## config.mk

```make
export PLATFORM = sky130hd
export DESIGN_NAME = counter
export DESIGN_NICKNAME = d
export VERILOG_FILES = /design/src/rtl/counter_pkg.sv /design/src/rtl/counter_next.sv /design/src/rtl/counter.sv
export SDC_FILE = /design/constraint.sdc
export NUM_CORES = 1
export LEC_CHECK = 0
export CAP_MARGIN = 15
export CORE_MARGIN = 1
export CORE_UTILIZATION = 43
export DETAILED_ROUTE_END_ITERATION = 8
export GPL_TIMING_DRIVEN = 0
export PLACE_DENSITY_LB_ADDON = 0.05
export SETUP_SLACK_MARGIN = 0.15
export SLEW_MARGIN = 10
export SYNTH_ARGS = -nofsm -noshare
export SYNTH_HDL_FRONTEND = slang
export SYNTH_SLANG_ARGS = --single-unit
export TNS_END_PERCENT = 5
```

## constraint.sdc

```tcl
create_clock -name Clk -period 1.5 [get_ports Clk]
set_clock_uncertainty 0.15 [all_clocks]
set_input_delay 0.3 -clock Clk [delete_from_list [all_inputs] [get_ports Clk]]
set_output_delay 0.3 -clock Clk [all_outputs]
set_load 0.005 [all_outputs]
```

## src/rtl/counter_pkg.sv

```systemverilog
// Shared fetch-address types and default counter parameters.
// Used by the counter, the instruction memory and the PC path.
package counter_pkg;

    localparam int unsigned COUNTER_WIDTH     = 32;
    localparam int unsigned COUNTER_STEP      = 4;
    localparam int unsigned COUNTER_RESET_VAL = 0;

    typedef logic [COUNTER_WIDTH-1:0] addr_t;

endpackage

```

## src/rtl/counter_next.sv

```systemverilog
// Next-address logic: q + STEP, wrapping modulo 2^WIDTH, or holding at the
// last reachable value when built with COUNTER_SAT_EN.
module counter_next #(
    parameter int unsigned WIDTH = 32,
    parameter int unsigned STEP  = 4
) (
    input  logic [WIDTH-1:0] q_i,
    output logic [WIDTH-1:0] next_c
);

`ifdef COUNTER_SAT_EN
    logic [WIDTH:0] sum_c;

    // The carry out of the widened sum flags an increment that would overflow.
    always_comb begin
        sum_c  = {1'b0, q_i} + (WIDTH+1)'(STEP);
        next_c = sum_c[WIDTH] ? q_i : sum_c[WIDTH-1:0];
    end
`else
    always_comb begin
        next_c = q_i + WIDTH'(STEP);
    end
`endif

endmodule

```

## src/rtl/counter.sv

```systemverilog
// Free-running fetch-address generator: async reset to RESET_VAL, then +STEP
// per Clk edge. Define COUNTER_SAT_EN to saturate instead of wrapping.
module counter
    import counter_pkg::*;
#(
    parameter int unsigned      WIDTH     = COUNTER_WIDTH,
    parameter int unsigned      STEP      = COUNTER_STEP,
    parameter logic [WIDTH-1:0] RESET_VAL = WIDTH'(COUNTER_RESET_VAL)
) (
    input  logic             Clk,
    input  logic             reset,
    output logic [WIDTH-1:0] q
);

    // Reject parameter sets that would break alignment or make the step vanish.
    if (STEP == 0) begin : g_bad_step_zero
        $error("counter: STEP must be nonzero");
    end
    if (WIDTH < 64 && 64'(STEP) >= (64'd1 << WIDTH)) begin : g_bad_step_range
        $error("counter: STEP must be less than 2**WIDTH");
    end
    if (STEP != 0 && (RESET_VAL % WIDTH'(STEP)) != '0) begin : g_bad_reset_val
        $error("counter: RESET_VAL must be a multiple of STEP");
    end

    logic [WIDTH-1:0] count_q;
    logic [WIDTH-1:0] count_d;

    counter_next #(
        .WIDTH (WIDTH),
        .STEP  (STEP)
    ) u_next (
        .q_i    (count_q),
        .next_c (count_d)
    );

    always_ff @(posedge Clk or posedge reset) begin
        if (reset) begin
            count_q <= RESET_VAL;
        end else begin
            count_q <= count_d;
        end
    end

    assign q = count_q;

endmodule

```

==> results.tsv, run 1 <==
stage	metric	value	unit
critical_path	CP startpoint kind	register	
route	final wirelength	3180	um
synthesis	Yosys reg bits	30	
timing	Fin. Hold Viols	0	
pwr	Flop pwr share	0.596	
timing	final setup vio count	20	
finish	max reg flops	30	
critical_path	CP cell instances	buf_6, nand4_1, nor4_4, nand4_1, xnor2_1	
finish	ant diodes	0	
clock_tree	CTS root buf	clkbuf_4	
floorplanning	Die Width	58.4	um
pwr	Sw Ratio	0.227	
global_routing	first-pass GRT wire length	5120	um
pwr	Switching Power	0.000308	W
pwr	part of the power in combinational logic	0.023	
clock_tree	CTS Hold Bufs	0	
pwr	Power Internal	0.00105	W
route	vias after detailed routing	1157	
finish	Layout Utilization	0.720	
synthesis	YS warnings	0	
pwr	peak supply drop	0.549	mV
clock_tree	Reg clk slew, reported paths	0.10	ns
finish	Area Overhead vs Synth	59.4	%
floorplanning	Die ar.	0.00341	sq mm
floorplanning	Starting Density	0.452	
finish	multi-input logic area	672	sq um
finish	filler cell count	234	
route	Routed Antenna Nets	0	
status	status	finished, violations left	
finish	Nets	207	
synthesis	post-synthesis cell type count	20	
synthesis	sequential element share of the synthesized area	0.549	
placed_design	hpwl dp	1680	um
critical_path	Worst path slowest cell	dfrtp_2	
critical_path	crit end category	register	
global_routing	All-Layer GR Usage	0.211	
critical_path	worst setup path class	register to register	
finish	share of layout cells above drive strength 1	0.566	
synthesis	Gate Count Post-Synth	114	
timing	Max Freq	601	MHz
finish	Reg area	764	sq um
critical_path	worst path required time	1.59	ns
clock_tree	CTS Sinks	30	
status	failing checks	negative setup slack	
flow_run	max_cap viols	0	
pwr	Lkg Pwr	1.17	nW
clock_tree	H-tree Lvls	2	
clock_tree	TritonCTS clock tree	built	
critical_path	CP most frequent cell	nand4_1	
floorplanning	row cnt	20	
finish	commonest cells after routing, fill and taps aside	buf_4 (49), clkbuf_2 (25), xnor2_1 (19), dfrtp_1 (19), dfrtp_2 (11)	
global_routing	vias in the first global route	1115	
finish	commonest non-fill, non-tap cell in the layout	buf_4	
synthesis	post-synthesis area per instance	12.0	sq um
pwr	clock share of power	0.381	
global_routing	initial antenna violation count	0	
global_routing	largest net degree at the start of global routing	31	
floorplanning	core area	0.00303	sq mm
route	DRT iter0 DRCs	19	
timing	Setup TNS	-1.82	ns
worst_hold_path	worst hold path class	input port to async pin	
timing	fin worst setup slack	-0.165	ns
route	Via density	4.65	
critical_path	arrival time worst endpoint	1.75	ns
clock_tree	clk_lat worst skew	0.34	ns
route	DRC viols	0	
placed_design	Port Buffers	31	
route	first-pass detailed-route iteration total	4	
timing	post-layout minimum cycle time	1.66	ns
clock_tree	Max Buffers Root-to-Sink	2	
timing	hold slack	0.0138	ns
route	DR WL/cell	12.8	um
timing	Final Cycle Share	1.11	
critical_path	CP Max Fanout	4	
timing	RSZ-0062 raised after global routing	yes	
global_routing	grt ovf	0	
floorplanning	Die Ht	58.4	um
pwr	pwr dens	622	mW/mm^2
synthesis	Netlist Area Pre-Place	0.00137	sq mm
floorplanning	# IOs	34	
timing	Slew Limit Fails	0	
clock_tree	CTS buffer count	5	
critical_path	peak per-stage delay on the critical path	0.39	ns
placed_design	gp weighted congestion	0.719	
[repair_timing]
item                                   in CTS  in global routing
endpoints found under the hold margin       0                  0
gates resized for setup                    56                 58
setup buffers                              48                  2
pin swaps                                  11                  9
setup endpoints to repair                  85                 55
[cell type report]
type	instances	area share
sequential	30	0.351
multi-input combinational	79	0.308
timing repair buffer	82	0.274
clock buffer	7	0.0253
tap	44	0.0253
buffer	2	0.00689
inverter	4	0.00689
clock inverter	1	0.00230
[cells by family (layout without fill, tap and decap cells)]
| logic type | count (synthesis) | in the layout | synth area share |
|---|---|---|---|
| adder cells (fa/ha/maj) | 1 | 1 | 0.00915 |
| AND/OR/NAND/NOR | 48 | 48 | 0.238 |
| other | 1 | 2 | 0.00274 |
| buffers and inverters | 6 | 96 | 0.0220 |
| XOR/XNOR | 28 | 28 | 0.179 |
| flip-flops | 30 | 30 | 0.549 |
[power groups by stage]
stage | Clock [W] | Combinational (W) | Sequential, W
after CTS | 0.000520 | 0.0000236 | 0.000808
after floorplan | 0 | 0.0000168 | 0.000824
after global routing | 0.000561 | 0.0000355 | 0.000808
final | 0.000516 | 0.0000316 | 0.000808
after global placement | 0 | 0.0000236 | 0.000824
after detailed placement | 0 | 0.0000236 | 0.000824
[synthesized netlist by cell type (all sizes together)]
library cell / n / area share
and3: 4 / 0.018
buf: 2 / 0.011
conb: 1 / 0.0027
dfrtp: 30 / 0.55
ha: 1 / 0.0091
inv: 4 / 0.011
nand2: 10 / 0.027
nand3: 12 / 0.057
nand4: 8 / 0.052
nor2: 6 / 0.016
nor3: 3 / 0.011
nor4: 4 / 0.051
or2: 1 / 0.0046
xnor2: 19 / 0.12
xor2: 9 / 0.058
[through the flow]
| step | area (sq um) | cells | total power, W | setup slack (ns) |
|---|---|---|---|---|
| 3_5_place_dp | 1740 | 190 | 0.000848 | -0.474 |
| 6_report | 2180 | 249 | 0.00136 | -0.165 |
| 5_1_grt | 2180 | 249 | 0.00140 | -0.284 |
| 4_1_cts | 2210 | 246 | 0.00135 | -0.0984 |
| 2_1_floorplan | 1370 | 115 | 0.000841 | -0.195 |
| 3_3_place_gp | 1740 | 190 | 0.000848 | -0.474 |
[worst max-delay path, delay by kind of cell, from the launching register on]
kind | cells | cell delay (ns)
xor gates and xnor gates | 1 | 0.16
buffers and inverters | 1 | 0.10
and+or+nand+nor | 3 | 0.76
DFF | 1 | 0.39
[path summary, 6_finish.rpt]
check,from,end,slack (ns),cells after the start
worst max-delay path,q[16]$_DFF_PP0_,q[31]$_DFF_PP0_,-0.16,5
worst min-delay path,reset,q[4]$_DFF_PP0_,0.01,2
worst max register to register,q[16]$_DFF_PP0_,q[31]$_DFF_PP0_,-0.16,5
worst min register to register,q[18]$_DFF_PP0_,q[18]$_DFF_PP0_,0.37,1
max in group asynchronous,reset,q[11]$_DFF_PP0_,0.79,3
min in group Clk,q[18]$_DFF_PP0_,q[18]$_DFF_PP0_,0.37,1
[metal layers]
layer / share of wire / global-route usage
met1: 0.44 / 0.263
met2: 0.49 / 0.328
met3: 0.041 / 0.0462
met4: 0.027 / 0.143
met5: 0 / 0
Power figures use the tool's default switching activity.
==> run 2, diff against run 1 <==
--- a/config.mk
+++ b/config.mk
@@ -5,12 +5,13 @@
 export SDC_FILE = /design/constraint.sdc
 export NUM_CORES = 1
 export LEC_CHECK = 0
+export ABC_AREA = 1
 export CAP_MARGIN = 15
 export CORE_MARGIN = 1
 export CORE_UTILIZATION = 43
 export DETAILED_ROUTE_END_ITERATION = 8
 export GPL_TIMING_DRIVEN = 0
-export PLACE_DENSITY_LB_ADDON = 0.05
+export PLACE_DENSITY = 0.72
 export SETUP_SLACK_MARGIN = 0.15
 export SLEW_MARGIN = 10
 export SYNTH_ARGS = -nofsm -noshare
==> results.tsv, run 2 <==
stage	metric	value	unit	change
status	status	finished clean		
timing	post-layout minimum cycle time	1.49	ns	-0.177 ns
pwr	Pwr Total	0.00146	W	+7.8%
clock_tree	CTS Sinks	30		unchanged
critical_path	arrival time worst endpoint	1.51	ns	-0.24 ns
clock_tree	Max Buffers Root-to-Sink	2		unchanged
synthesis	YS warnings	0		unchanged
floorplanning	Starting Density	0.466		+0.0144
critical_path	peak per-stage delay on the critical path	0.37	ns	-0.02 ns
synthesis	post-synthesis area per instance	7.82	sq um	-35%
synthesis	area leader, netlist	dfrtp_1		
finish	Nets	287		+39%
route	DRC viols	0		unchanged
synthesis	sequential element share of the synthesized area	0.468		-0.0809
critical_path	crit end category	register		
global_routing	vias in the first global route	1396		+25%
critical_path	CP most frequent cell	nand2_1		
finish	commonest non-fill, non-tap cell in the layout	nand2_1		
synthesis	most common cell in the synthesized netlist	nand2_1		
synthesis	XOR/XNOR share of the synthesized area	0.0819		-0.0974
route	vias after detailed routing	1537		+33%
route	DRT iter0 DRCs	58		+39
clock_tree	Reg clk slew, reported paths	0.06	ns	-0.04 ns
synthesis	Gate Count Post-Synth	205		+80%
clock_tree	H-tree Lvls	2		unchanged
synthesis	largest family of logic cells by synthesized area	simple AND/OR/NAND/NOR gates		
timing	Fin. Hold Viols	0		unchanged
global_routing	initial antenna violation count	0		unchanged
clock_tree	CTS buffer count	5		unchanged
finish	share of layout cells above drive strength 1	0.304		-0.262
synthesis	Yosys reg bits	30		unchanged
timing	fin worst setup slack	0.0118	ns	+0.177 ns
route	DR WL/cell	11.7	um	-8.7%
route	Via density	4.67		+0.54%
floorplanning	row cnt	21		+5.0%
clock_tree	TritonCTS clock tree	built		
global_routing	met1 Use GR	0.285		+0.0215
finish	ant diodes	0		unchanged
finish	Layout Utilization	0.726		+0.00645
critical_path	flop-to-flop setup slack	0.01	ns	+0.18 ns
timing	Max Freq	672	MHz	+12%
critical_path	worst path required time	1.52	ns	-0.07 ns
critical_path	Worst path slowest cell	dfrtp_1		
synthesis	top post-synthesis cells by area	dfrtp_1 (47%), nand2_1 (19%), nor2_1 (7.0%), xor2_1 (6.0%), inv_1 (3.7%)		
placed_design	gp weighted congestion	0.853		+19%
timing	relative slew slack	0.588		
global_routing	first-pass GRT wire length	6340	um	+24%
global_routing	global-route met2 utilization	0.316		-0.0125
synthesis	ys flop type	dfrtp_1		
synthesis	post-synthesis cell type count	16		-20%
synthesis	multiplexer area fraction after synthesis	0		unchanged
timing	RSZ-0062 raised after global routing	yes		
timing	final setup vio count	0		-100%
floorplanning	core area	0.00344	sq mm	+14%
route	final wirelength	3840	um	+21%
timing	Setup TNS	0	ns	+1.82 ns
finish	Reg area	752	sq um	-1.6%
route	first-pass detailed-route iteration total	4		unchanged
synthesis	simple-gate share of the synthesized area	0.393		+0.155
clock_tree	clk_lat worst skew	0.27	ns	-0.07 ns
critical_path	CP cell instances	buf_4, nand2_1, nor2_2, nand2_4, nor2_4, nand2_1, nand2_1, nand2_1		
worst_hold_path	worst hold path class	input port to async pin		
pwr	Lkg Pwr	1.26	nW	+7.4%
placed_design	hpwl dp	2500	um	+49%
floorplanning	Die ar.	0.00398	sq mm	+17%
finish	max reg flops	30		unchanged
synthesis	Post-synth top cells	nand2_1 (81), dfrtp_1 (30), nor2_1 (30)		
global_routing	grt ovf	0		unchanged
placed_design	pre-CTS WS	-0.0349	ns	+0.439 ns
pwr	peak supply drop	0.482	mV	-12%
pwr	pwr dens	585	mW/mm^2	-6.0%
timing	Slew Limit Fails	0		unchanged
global_routing	met3 usage	0.0525		+0.00638
timing	Final Cycle Share	0.992		-0.118
critical_path	CP startpoint kind	register		
timing	hold slack	0.247	ns	+0.233 ns
finish	commonest cells after routing, fill and taps aside	nand2_1 (73), buf_4 (37), dfrtp_1 (29), clkdlybuf4s15_1 (27), nor2_1 (17)		
synthesis	Netlist Area Pre-Place	0.00160	sq mm	+17%
floorplanning	Die Ht	63.1	um	+8.0%
route	Routed Antenna Nets	0		unchanged
critical_path	CP Max Fanout	5		+1
finish	Area Overhead vs Synth	55.9	%	
flow_run	max_cap viols	0		unchanged
timing	Worst-Margin Slew	0.617	ns	
finish	filler cell count	259		+11%
finish	multi-input logic area	892	sq um	+33%
global_routing	largest net degree at the start of global routing	18		-42%
synthesis	top cell type's share of synthesized area	0.468		-0.0809
critical_path	worst setup path class	register to register		
clock_tree	CTS root buf	clkbuf_8		
placed_design	Port Buffers	31		unchanged
global_routing	All-Layer GR Usage	0.208		-0.00260
synthesis	Synth Area in Compound Gates	0		unchanged
global_routing	global route hottest layer	met2		
synthesis	Post-synth ARST share	1.00		unchanged
synthesis	Post-synth EDFFs	0		unchanged
synthesis	adder-cell share of the synthesized area	0.00780		-0.00135
floorplanning	Die Width	63.1	um	+8.0%
floorplanning	# IOs	34		unchanged
run 2: changes by cell type after synthesis, sizes merged, moves of 6 or more:
cell | previous run | this run
xnor2 | 19 | 4
nand4 | 8 | 0
inv | 4 | 16
nand3b | 0 | 8
nand3 | 12 | 6
nor2 | 6 | 39
nand2 | 10 | 84
run 2: cells by family after synthesis:
logic type,Yosys count
adder cells (fa/ha/maj),1
buffers and inverters,18
other,1
XOR/XNOR,15
flip-flops,30
AND/OR/NAND/NOR,140
run 2: cell type report:
class,instances,share of cell area
Multi-Input combinational cell,158,0.357
Clock buffer,6,0.0330
Tap cell,46,0.0230
Sequential cell,30,0.301
Timing Repair Buffer,71,0.256
Inverter,16,0.0240
Buffer,2,0.00601
run 2: worst max-delay path: cells and delay by family, from the launching register on:
kind,cells,cell delay [ns]
buffers and inverters,1,0.15
and+or+nand+nor,7,0.71
DFF,1,0.37
run 2: stage by stage:
step	cells	instance area, sq um
floorplan	206	1610
global placement	283	1980
detailed placement	284	2010
CTS	321	2390
global route	329	2500
finish	329	2500
run 2: worst paths after layout:
path	start	end	cells after the start
min reg2reg	q[31]$_DFF_PP0_	q[31]$_DFF_PP0_	2
min in group Clk	q[31]$_DFF_PP0_	q[31]$_DFF_PP0_	2
max in group asynchronous	reset	q[27]$_DFF_PP0_	3
max	q[7]$_DFF_PP0_	q[22]$_DFF_PP0_	8
min	reset	q[2]$_DFF_PP0_	2
max reg2reg	q[7]$_DFF_PP0_	q[22]$_DFF_PP0_	8
run 2: routing by layer:
| metal | share of wire | vias to the layer above | wire, um |
|---|---|---|---|
| li1 | - | 770 | - |
| met1 | 0.47 | 728 | 1800 |
| met2 | 0.48 | 35 | 1840 |
| met3 | 0.045 | 4 | 173 |
| met4 | 0.0055 | 0 | 21 |
| met5 | 0 | - | 0 |
run 2: repair_timing:
item / 4_1_cts / 5_1_grt
hold buffers: 0 / 0
pin swaps: 34 / 11
resized for setup: 83 / 16
endpoints found under the setup margin: 50 / 32
setup buffers: 31 / 8
run 2: power by group:
| part | internal (W) | total, W | switching, W |
|---|---|---|---|
| Sequential | 0.000810 | 0.000810 | 0 |
| Clock | 0.000353 | 0.000620 | 0.000268 |
| Combinational | 0.0000129 | 0.0000313 | 0.0000184 |
